[src/rtl/ctrl_hazard_unit_pkg.sv]
// Shared constants and decode helpers for the control-hazard unit:
// opcodes, funct3 codes, one-hot branch-type layout and immediate extraction.
package ctrl_hazard_unit_pkg;

  localparam int DATA_W  = 32;
  localparam int BC_BITS = 6;

  localparam logic [6:0] OP_BRANCH = 7'b1100011;
  localparam logic [6:0] OP_JAL    = 7'b1101111;

  localparam logic [2:0] F3_BEQ  = 3'b000;
  localparam logic [2:0] F3_BNE  = 3'b001;
  localparam logic [2:0] F3_BLT  = 3'b100;
  localparam logic [2:0] F3_BGE  = 3'b101;
  localparam logic [2:0] F3_BLTU = 3'b110;
  localparam logic [2:0] F3_BGEU = 3'b111;

  // Bit positions inside the one-hot branch-type code.
  localparam int BC_BEQ  = 0;
  localparam int BC_BNE  = 1;
  localparam int BC_BLT  = 2;
  localparam int BC_BGE  = 3;
  localparam int BC_BLTU = 4;
  localparam int BC_BGEU = 5;

  typedef logic [BC_BITS-1:0] bc_t;

  localparam bc_t BC_BEQ_OH  = bc_t'(1 << BC_BEQ);
  localparam bc_t BC_BNE_OH  = bc_t'(1 << BC_BNE);
  localparam bc_t BC_BLT_OH  = bc_t'(1 << BC_BLT);
  localparam bc_t BC_BGE_OH  = bc_t'(1 << BC_BGE);
  localparam bc_t BC_BLTU_OH = bc_t'(1 << BC_BLTU);
  localparam bc_t BC_BGEU_OH = bc_t'(1 << BC_BGEU);

  function automatic logic [DATA_W-1:0] b_imm(input logic [31:0] inst);
    return {{20{inst[31]}}, inst[7], inst[30:25], inst[11:8], 1'b0};
  endfunction

  function automatic logic [DATA_W-1:0] j_imm(input logic [31:0] inst);
    return {{12{inst[31]}}, inst[19:12], inst[20], inst[30:21], 1'b0};
  endfunction

  // funct3 010/011 are not branches and map to the all-zero code.
  function automatic bc_t f3_to_bc(input logic [2:0] f3);
    bc_t bc;
    case (f3)
      F3_BEQ:  bc = BC_BEQ_OH;
      F3_BNE:  bc = BC_BNE_OH;
      F3_BLT:  bc = BC_BLT_OH;
      F3_BGE:  bc = BC_BGE_OH;
      F3_BLTU: bc = BC_BLTU_OH;
      F3_BGEU: bc = BC_BGEU_OH;
      default: bc = '0;
    endcase
    return bc;
  endfunction

endpackage

[src/rtl/ctrl_hazard_unit_branch_cond.sv]
// Branch outcome from the ALU flags of rs1-rs2 and the one-hot branch type.
// Zero or multi-hot codes resolve as not taken.
module ctrl_hazard_unit_branch_cond
  import ctrl_hazard_unit_pkg::*;
(
  input  logic nf,
  input  logic zf,
  input  logic cf,
  input  logic vf,
  input  bc_t  bra_control,
  output logic taken
);

  logic lt_signed;

  assign lt_signed = nf ^ vf;

  // cf=1 means no borrow, i.e. rs1 >= rs2 unsigned.
  always_comb begin
    taken = 1'b0;
    case (bra_control)
      BC_BEQ_OH:  taken = zf;
      BC_BNE_OH:  taken = ~zf;
      BC_BLT_OH:  taken = lt_signed;
      BC_BGE_OH:  taken = ~lt_signed;
      BC_BLTU_OH: taken = ~cf;
      BC_BGEU_OH: taken = cf;
      default:    taken = 1'b0;
    endcase
  end

endmodule

[src/rtl/ctrl_hazard_unit.sv]
// Control-hazard unit: static prediction in ID, branch/JALR resolution in EX,
// PC-select and flush generation, plus a one-cycle redirect lock.
module ctrl_hazard_unit
  import ctrl_hazard_unit_pkg::*;
#(
  parameter int XLEN = DATA_W,
  parameter int BC_W = BC_BITS
) (
  input  logic            clk,
  input  logic            rst,
  input  logic [XLEN-1:0] pc,
  input  logic [31:0]     inst,
  input  logic            branch,
  input  logic [XLEN-1:0] bra_pc,
  input  logic [XLEN-1:0] bra_imm,
  input  logic            NF,
  input  logic            ZF,
  input  logic            CF,
  input  logic            VF,
  input  logic [BC_W-1:0] i_bra_control,
  input  logic            jalr_en,
  input  logic [XLEN-1:0] jalr_imm,
  input  logic [XLEN-1:0] rs1_data,
  output logic            address_src,
  output logic [XLEN-1:0] predict_pc,
  output logic [XLEN-1:0] predict_err_pc,
  output logic            register_rst,
  output logic            pc_src,
  output logic            lock,
  output logic [BC_W-1:0] o_bra_control
);

  logic [6:0]      opcode;
  logic [2:0]      funct3;
  bc_t             dec_bc;
  logic            dec_as;
  logic            taken;
  logic            predicted;
  logic            mispredict;
  logic [XLEN-1:0] seq_pc;
  logic [XLEN-1:0] bra_target;
  logic [XLEN-1:0] jalr_sum;

  assign opcode = inst[6:0];
  assign funct3 = inst[14:12];

  // Decode-side static prediction: JAL always taken, branches taken when backward.
  always_comb begin
    dec_bc     = '0;
    dec_as     = 1'b0;
    predict_pc = pc + XLEN'(4);
    case (opcode)
      OP_BRANCH: begin
        dec_bc = f3_to_bc(funct3);
        if (dec_bc != '0) begin
          predict_pc = pc + b_imm(inst);
          dec_as     = inst[31];
        end
      end
      OP_JAL: begin
        predict_pc = pc + j_imm(inst);
        dec_as     = 1'b1;
      end
      default: ;
    endcase
  end

  assign o_bra_control = dec_bc;
  // A redirect now or in the previous cycle makes the ID instruction stale.
  assign address_src   = dec_as & ~pc_src & ~lock;

  ctrl_hazard_unit_branch_cond u_branch_cond (
    .nf          (NF),
    .zf          (ZF),
    .cf          (CF),
    .vf          (VF),
    .bra_control (i_bra_control),
    .taken       (taken)
  );

  assign predicted  = bra_imm[XLEN-1];
  assign mispredict = branch & (taken != predicted);

  assign seq_pc     = bra_pc + XLEN'(4);
  assign bra_target = bra_pc + bra_imm;
  assign jalr_sum   = rs1_data + jalr_imm;

  // JALR has no ID-side prediction, so it always redirects and outranks a branch.
  always_comb begin
    predict_err_pc = seq_pc;
    pc_src         = 1'b0;
    if (jalr_en) begin
      predict_err_pc = {jalr_sum[XLEN-1:1], 1'b0};
      pc_src         = 1'b1;
    end else if (mispredict) begin
      predict_err_pc = taken ? bra_target : seq_pc;
      pc_src         = 1'b1;
    end
  end

  assign register_rst = pc_src;

  always_ff @(posedge clk) begin
    if (rst) lock <= 1'b0;
    else     lock <= pc_src;
  end

endmodule

[config.mk]
export PLATFORM = sky130hd
export DESIGN_NAME = ctrl_hazard_unit
export DESIGN_NICKNAME = d
export VERILOG_FILES = /design/src/rtl/ctrl_hazard_unit_pkg.sv /design/src/rtl/ctrl_hazard_unit_branch_cond.sv /design/src/rtl/ctrl_hazard_unit.sv
export SDC_FILE = /design/constraint.sdc
export NUM_CORES = 1
export LEC_CHECK = 0
export ABC_AREA = 1
export CAP_MARGIN = 10
export CORE_ASPECT_RATIO = 0.8
export CORE_MARGIN = 3
export CORE_UTILIZATION = 24
export DETAILED_ROUTE_END_ITERATION = 7
export GPL_TIMING_DRIVEN = 0
export PLACE_DENSITY = 0.53
export SLEW_MARGIN = 25
export SYNTH_ARGS = -nofsm -noshare
export SYNTH_HDL_FRONTEND = slang
export SYNTH_HIERARCHICAL = 1
export SYNTH_SLANG_ARGS = --single-unit
[constraint.sdc]
create_clock -name clk -period 2.8 [get_ports clk]
set_input_delay 0.56 -clock clk [delete_from_list [all_inputs] [get_ports clk]]
set_output_delay 0.56 -clock clk [all_outputs]
set_load 0.01 [all_outputs]
# --- After elaboration in Yosys (flattened, before gate mapping) ---
# Cells that the tools add are included.
classes:
  n_mul: 0
  n_bitwise: 9
  div: 0
  eq_ne: 14
  order_cmp: 0
  n_reduce_logical: 2
  shift: 0
  n_mux: 13
  addsub: 6
op_table:
  columns: ["cell", "n"]
  rows:
  - ["$add A32 B32 Y32", 4]
  - ["$mux W32", 4]
  - ["$add A32 B3 Y32 const B", 2]
  - ["$pmux W32 S2", 1]
  - ["$pmux W6 S6", 1]
  - ["$eq A7 B7 Y1 const B", 2]
  - ["$eq A3 B3 Y1 const B", 4]
  - ["$mux W6", 2]
  - ["$eq A6 B1 Y1 const B", 1]
  - ["$eq A6 B2 Y1 const B", 1]
  - ["$eq A6 B3 Y1 const B", 1]
  - ["$eq A6 B4 Y1 const B", 1]
  - ["$eq A6 B5 Y1 const B", 1]
  - ["$eq A6 B6 Y1 const B", 1]
  - ["$pmux W1 S6", 1]
  - ["$reduce_bool A6 Y1", 1]
  - ["$not A1 Y1", 5]
  - ["$and A1 B1 Y1", 3]
  - ["$eq A3 B1 Y1 const B", 1]
  - ["$logic_not A3 Y1", 1]
  - ["$mux W1", 3]
  - ["$pmux W1 S2", 1]
  - ["$ne A1 B1 Y1", 1]
  - ["$xor A1 B1 Y1", 1]
totals:
  mem_bits_ro: 0
  n_memories: 0
  ram_bits: 0
  latch_bits: 0
  in_bits: 206
  regBits: 1
  out_inout_bits: 74
  wordCells: 45

# --- Depth between registers and ports, before layout ---
depth:
  word_depth: 10
  ltp_mapped: 16
  depth_no_buf: 15

# --- Modules after synthesis ---
# Netlist, hierarchy kept.
by_module_without_submodules:
  columns: ["mod", "seq_area_each_um2", "cells_each", "area_each_um2", "instances"]
  rows:
  - ["ctrl_hazard_unit", 20.0, 2285, 11060.6, 1]
  - ["ctrl_hazard_unit_branch_cond", 0.0, 32, 160.2, 1]

# --- Worst setup path before layout ---
# OpenSTA, ideal clock, no wires.
synth_timing:
  kind: "input -> output"
  startpoint: "input port bra_pc[0]"
  endpoint: "output port predict_err_pc[10]"
  arrival_time_ns: 2.114
  setup_slack_ns: 0.126
  n_path_buf: 0
  path_stages: 11
  required_ns: 2.240
  cell_sequence: "ha_1 fa_1 nand3_1 nand2_1 nand2_1 nand2_1 nand2_1 nand2_1 xor2_1 nor2_1 o21ai_0"
synth_via:
  elab_chain_len: 4
  word_cells_on_any_way: 5
  classes_between: "add/sub (2); mux (3)"
synth_rtl:
  columns: ["element", "line_no", "rtl"]
  rows:
  - ["start: declaration", "ctrl_hazard_unit.sv:14", "input logic [XLEN-1:0] bra_pc,"]
  - ["$add A32 B3 Y32 / $add A32 B32 Y32 (equally long branches)", "ctrl_hazard_unit.sv:84, ctrl_hazard_unit.sv:85", null]
  - ["$mux W32", "ctrl_hazard_unit.sv:96", "predict_err_pc = taken ? bra_target : seq_pc;"]
  - ["$mux W32 (*)", "ctrl_hazard_unit.sv:95", "end else if (mispredict) begin"]
  - ["$mux W32 (*)", "ctrl_hazard_unit.sv:92", "if (jalr_en) begin"]
  - ["end: declaration", "ctrl_hazard_unit.sv:26", "output logic [XLEN-1:0] predict_err_pc,"]
# Mark *: on every way between the ends. The rest lies on a longest branch, timed or not.

# --- Worst setup path after layout ---
layout_timing:
  startpoint: "input port inst[21]"
  endpoint: "output port predict_pc[27]"
layout_via:
  elab_chain_len: 2
layout_rtl:
  columns: ["element", "line_no", "rtl"]
  rows:
  - ["start: declaration", "ctrl_hazard_unit.sv:12", "input logic [31:0] inst,"]
  - ["$add A32 B32 Y32", "ctrl_hazard_unit.sv:61", "predict_pc = pc + j_imm(inst);"]
  - ["$pmux W32 S2", "ctrl_hazard_unit.sv:52", "case (opcode)"]
  - ["end: declaration", "ctrl_hazard_unit.sv:25", "output logic [XLEN-1:0] predict_pc,"]
# Every way passes these cells.

==> results.json <==
{
  "track_usage": 0.2691,
  "avgSynthCellArea_um2": 4.843,
  "p_total_mw": 4.959,
  "netlist_area_um2": 11220,
  "whs_path_depth": 2,
  "first_pass_iters": 5,
  "synth_seq_cells": 1,
  "wire_per_inst_um": 20.84,
  "portBuffers": 277,
  "violations": "negative setup slack",
  "powerDensity_nw_per_um2": 218.8,
  "postCtsHoldBufs": 0,
  "ir_worst_vdd_uv": 103.8,
  "min_period_over_period": 1.081,
  "clk_pin_slew_worst_paths_ps": 0,
  "rsz0062_at_grt": "yes",
  "ys_seq_area_frac": 0.001784,
  "num_vias": 18000,
  "nNetsFinal": 3156,
  "core_area_um2": 45980,
  "initial_core_util": 0.2440,
  "timing.fmax_ghz": 0.3303,
  "worstSetupPathType": "in2out",
  "grt_pass1_vias": 17080,
  "largest_reg_flops": 1,
  "path_cells": "buf_2 -> ha_4 -> inv_2 -> fa_2 -> o21ai_4 -> nand2_2 -> nand2_4 -> nand2_1 -> nand2_2 -> nand2_2 -> nand2_1 -> nand2_1 -> nand3_2 -> nand3_4 -> buf_6",
  "stdcell_count": 3452,
  "cap_violations": 0,
  "worst_slew_pin_slew_ps": 1154,
  "outcome": "complete, but fails checks",
  "fin_util": 0.4928,
  "final_area_um2": 22660,
  "hold_path.class": "reg2out",
  "viasPerCell": 5.214,
  "ys_types": 50,
  "ioPinCount": 280,
  "rows": 70,
  "cp_slowest_cell": "fa_2",
  "die_h_um": 199.4,
  "fillers": 4628,
  "die-area_um2": 49400,
  "setup_viol_count_final": 56,
  "area_growth_pct": 102.0,
  "dp_cells": 3206,
  "place_congestion": 0.9954,
  "finalWirelength_um": 71960,
  "yosysWarnings": 6,
  "timing.slew.headroom": 0.2310,
  "reg_top3": "lock x1",
  "syn_inst": 2317,
  "place_area_um2": 14760,
  "hold_end": "address_src",
  "worstHoldStart": "lock",
  "remaining_drc_errors": 0,
  "grt_overflow": 0,
  "drtIter0Drc": 1585,
  "cp.required_ps": 2240,
  "post-dp-hpwl_um": 54760,
  "hold_viol_final": 0,
  "p_leak_nw": 10.65,
  "finalSetupTns_ps": -5701,
  "holdWs_ps": 1070,
  "die_w_um": 247.7,
  "grt_pass1_wl_um": 102100,
  "drive_gt1_frac": 0.5162,
  "dp_slack_ps": -2180,
  "drv_slew": 0,
  "final.setup.worst_slack_ps": -227.9,
  "crit_fanout": 4,
  "grt_max_degree": 11,
  "slowest_delay_ps": 420,
  "antenna_found_initial": 7,
  "synth_nets": 2633,
  "critPathCaptureType": "output pin",
  "ant_nets": 0,
  "fin_crit_ps": 3028,
  "regMostFlops": "lock",
  "critPathLaunchType": "primary input",
  "cp_data_arrival_time_ps": 2470
}
==> worst max-delay path by stage <==
stage                                 from                  to  slack, ps  cells after the start
after floorplan                  bra_pc[0]  predict_err_pc[10]        130                     11
after global routing      i_bra_control[4]  predict_err_pc[13]       -280                     18
after CTS                            pc[2]      predict_pc[27]       -250                     14
after global placement            inst[31]      predict_pc[28]      -2170                     12
final                             inst[21]      predict_pc[27]       -230                     15
after detailed placement          inst[31]      predict_pc[28]      -2180                     12
==> synth_stat cells (all sizes together) <==
cell      n  share of area
fa        4         0.0071
o21a      3         0.0020
o21bai   16          0.011
ha      106           0.12
a211o     2         0.0016
a21o      5         0.0033
nand4    33          0.019
a21boi    2         0.0013
clkinv    2        0.00078
nor3b     2         0.0013
and2      2         0.0011
dfxtp     1         0.0018
o21ai    97          0.044
nand3b   21          0.014
clkbuf   12         0.0058
o221ai    5         0.0039
nor4      9         0.0050
o41ai     1        0.00078
or2      11         0.0061
buf      13         0.0062
xnor2    10         0.0078
inv     384           0.13
nand2   837           0.28
xor2     32          0.025
a31oi     3         0.0017
nand3   235           0.11
nor2    263          0.095
o211ai   10         0.0067
nor3     46          0.024
o22ai     2         0.0011
a21oi   148          0.066
==> critical path, delay by kind of cell <==
kind	cells	cell delay, ps
AOI/OAI and AO/OA	1	230
buffers and inverters	3	310
adders and majority gates	2	560
and+or+nand+nor	9	800
==> cells by family (layout without fill, tap and decap cells) <==
family,count (synthesis),in the layout,share of synthesized area
and+or+nand+nor,1459,1459,0.5554
buffers and inverters,411,932,0.1413
AOI/OAI and AO/OA,294,294,0.1434
adders and majority gates,110,110,0.1253
xor gates and xnor gates,42,42,0.03278
DFF,1,1,0.001784
other,0,2,0
==> cell usage in the layout, fill, tap and decap left out, types with 18 or more instances in the layout <==
cell           count
nor2_2            64
nand3_2           83
inv_2             53
a21oi_4           38
xor2_1            27
nand4_1           32
dlygate4sd2_1     48
nand2_4          121
o21ai_0           29
nand3b_1          21
nor2_1           131
buf_2             88
nand2_8           18
clkbuf_2          32
nand3_1          104
a21oi_1           45
a21oi_2           65
buf_6             80
nand2_2          216
nand3_4           48
buf_4            206
inv_1            317
o21ai_2           24
nand2_1          482
o21ai_1           32
ha_4             106
nor2_4            68
==> final cells by class <==
class,count,area (um^2),area share
multi-input combinational,1905,15650,0.6906
timing repair buffer,525,4464,0.1970
inverter,386,1511,0.06670
tap,612,765.7,0.03379
buffer,21,244.0,0.01077
sequential,1,20.02,0.0008834
antenna,2,5.005,0.0002208
==> metal layers <==
metal,global-route usage,share of wire,up-vias
met3,0.03850,0.087,123
li1,-,-,8506
met5,0,0.00029,-
met1,0.3848,0.44,8578
met2,0.4221,0.44,787
met4,0.06913,0.031,4
==> where the power goes <==
group | switching (mW) | internal [mW] | total, mW
combinational | 2.87 | 2.07 | 4.94
sequential | 0.000772 | 0.0157 | 0.0165
clock | 0 | 0.0000000958 | 0.0000000958
total | 2.87 | 2.09 | 4.96
==> what timing repair did <==
action,4_1_cts,5_1_grt
buffers inserted,172,73
gates cloned,8,2
gates resized for setup,1977,522
endpoints found under the setup margin,72,65
endpoints found under the hold margin,0,0
pin swaps,422,332
(Power assumes the default switching activity.)
==> variant: new RTL, same settings <==
Register the output `predict_pc`, with the module's reset; this adds one clock of latency there. The other outputs are not delayed to match.
--- a/src/rtl/ctrl_hazard_unit.sv
+++ b/src/rtl/ctrl_hazard_unit.sv
@@ -30,6 +30,8 @@
   output logic [BC_W-1:0] o_bra_control
 );
 
+  logic [XLEN-1:0] predict_pc_d;
+
   logic [6:0]      opcode;
   logic [2:0]      funct3;
   bc_t             dec_bc;
@@ -48,17 +50,17 @@
   always_comb begin
     dec_bc     = '0;
     dec_as     = 1'b0;
-    predict_pc = pc + XLEN'(4);
+    predict_pc_d = pc + XLEN'(4);
     case (opcode)
       OP_BRANCH: begin
         dec_bc = f3_to_bc(funct3);
         if (dec_bc != '0) begin
-          predict_pc = pc + b_imm(inst);
+          predict_pc_d = pc + b_imm(inst);
           dec_as     = inst[31];
         end
       end
       OP_JAL: begin
-        predict_pc = pc + j_imm(inst);
+        predict_pc_d = pc + j_imm(inst);
         dec_as     = 1'b1;
       end
       default: ;
@@ -105,5 +107,13 @@
     else     lock <= pc_src;
   end
 
+  always_ff @(posedge clk) begin
+    if (rst) begin
+      predict_pc <= '0;
+    end else begin
+      predict_pc <= predict_pc_d;
+    end
+  end
+
 endmodule
 
Check against the original RTL: not equivalent (Yosys sat finds a counterexample within 4 cycles, from zero or initial values and one cycle with rst high).
==> variant against the unedited design <==
The flow still finishes with violations (setup timing); synthesized area increased by 3.3%; utilization down 6.6 points; power increased by 7.3%; wire length fell by 1.6%; synthesized cell count decreased by 3.0%; worst setup slack gained 26 ps; sequential cell count is 32 higher; final area down 11%; critical endpoint is now predict_err_pc[14]; largest cell class unchanged; largest power group unchanged.
==> variant: results (changes against the unedited design) <==
outcome:
  run_status: "finished, violations left"  # unchanged
  violations: "setup timing"  # unchanged
placement:
  routabilityCongestion: 0.978  # was 0.995
  placedInstanceArea_um2: 15100  # was 14,800 um^2
  pre_cts_slack_ps: -1980  # was -2180 ps
  dp_hpwl_um: 56800  # was 54,800 um
  placed_cells: 3145  # was 3,206
global_routing:
  grt_use_total_pct: 26.0  # was 26.9%
  grt_pass1_wl_um: 101000  # was 102,000 um
  grt_max_degree: 22  # was 11
min_path:
  worstHoldEndpoint: "predict_pc[0]"  # was address_src
  hold_path_class: "input port to flop"  # was flop to output pin
  min_from: "pc[0]"  # was lock
  worstHoldPathCells: 3  # was 2
worst_setup_path:
  cpMaxStageDelayCell: "o21ai_1"  # was fa_2
  worstPathMaxFanout: 10  # was 4
  slowest_delay_ps: 210  # was 420 ps
route:
  dr.pass1.iters: 6  # was 5
  wl_per_cell_um: 21.4  # was 20.8 um
  dr.first_iter.drc_count: 1705  # was 1,585
  dr_total_vias: 17300  # was 18,000
power_and_ir_drop:
  power_frac_comb_pct: 79.7  # was 99.7%
  vdd_drop_max_uv: 170  # was 104 uV
  pwr_density_cell_nw_per_um2: 264  # was 219 nW/um^2
  fin_total_pwr_w: 0.00532  # was 0.00496 W
  internal_power_w: 0.00258  # was 0.00209 W
  power_leakage_nw: 9.20  # was 10.6 nW
yosys:
  syn_area_per_cell_um2: 5.16  # was 4.84 um^2
  ys_top_cells_by_area: "nand2_1 (23%), ha_1 (11%), inv_1 (10%)"  # was nand2_1 (28%), inv_1 (13%), ha_1 (12%)
  synth_cell_types: 49  # was 50
  synth_nets: 2564  # was 2,633
  synthTopCellsByCount: "nand2_1 (697), inv_1 (321), nor2_1 (247)"  # was nand2_1 (827), inv_1 (381), nor2_1 (247)
  yosys_register_bits: 33  # was 1
layout:
  multi_input_area_um2: 13300  # was 15,700 um^2
  top_regs: "predict_pc: 32 flops, lock: 1 flops"  # was lock: 1 flops
  regArea_um2: 661  # was 20.0 um^2
  fillers: 5018  # was 4,628
  fin_nets: 3002  # was 3,156
  layout-drive-gt1-share_pct: 33.7  # was 51.6%
  inverters: 331  # was 386
sta:
  tns_ps: -3760  # was -5700 ps
  setup_viol: 32  # was 56
  worst_slack_ps: -202  # was -228 ps
  timing.hold.ws_ps: 784  # was 1070 ps
  worst_pin_slew_ps: 932  # was 1150 ps
floorplan:
  die_area_um2: 51000  # was 49,400 um^2
clock_tree:
  cts_resized: 1164  # was 1,977
-- variant: logic make-up after synthesis --
family / count (synthesis) / synth area share [%]
simple gates: 1329 / 49.4
buf+inv: 357 / 11.7
xor+xnor: 47 / 3.55
fa+ha+maj: 110 / 12.1
compound gates: 372 / 17.6
flops: 33 / 5.70
-- variant: metal layers --
metal  vias up  track usage (%)  part of all wire, %
met2       832             38.3                   41
li1       8246                -                    -
met4         8             5.51                  2.3
met3       112             5.38                  9.8
met5         -                0                0.062
met1      8147             38.6                   47
-- variant: worst max-delay path by stage --
| stage | start | to | slack [ps] |
|---|---|---|---|
| finish | i_bra_control[4] | predict_err_pc[14] | -200 |
| global route | i_bra_control[4] | predict_err_pc[23] | -280 |
| CTS | i_bra_control[5] | predict_err_pc[14] | -270 |
| detailed placement | VF | predict_err_pc[1] | -1980 |
| global placement | NF | predict_err_pc[16] | -1940 |
| floorplan | bra_pc[0] | predict_err_pc[16] | 100 |
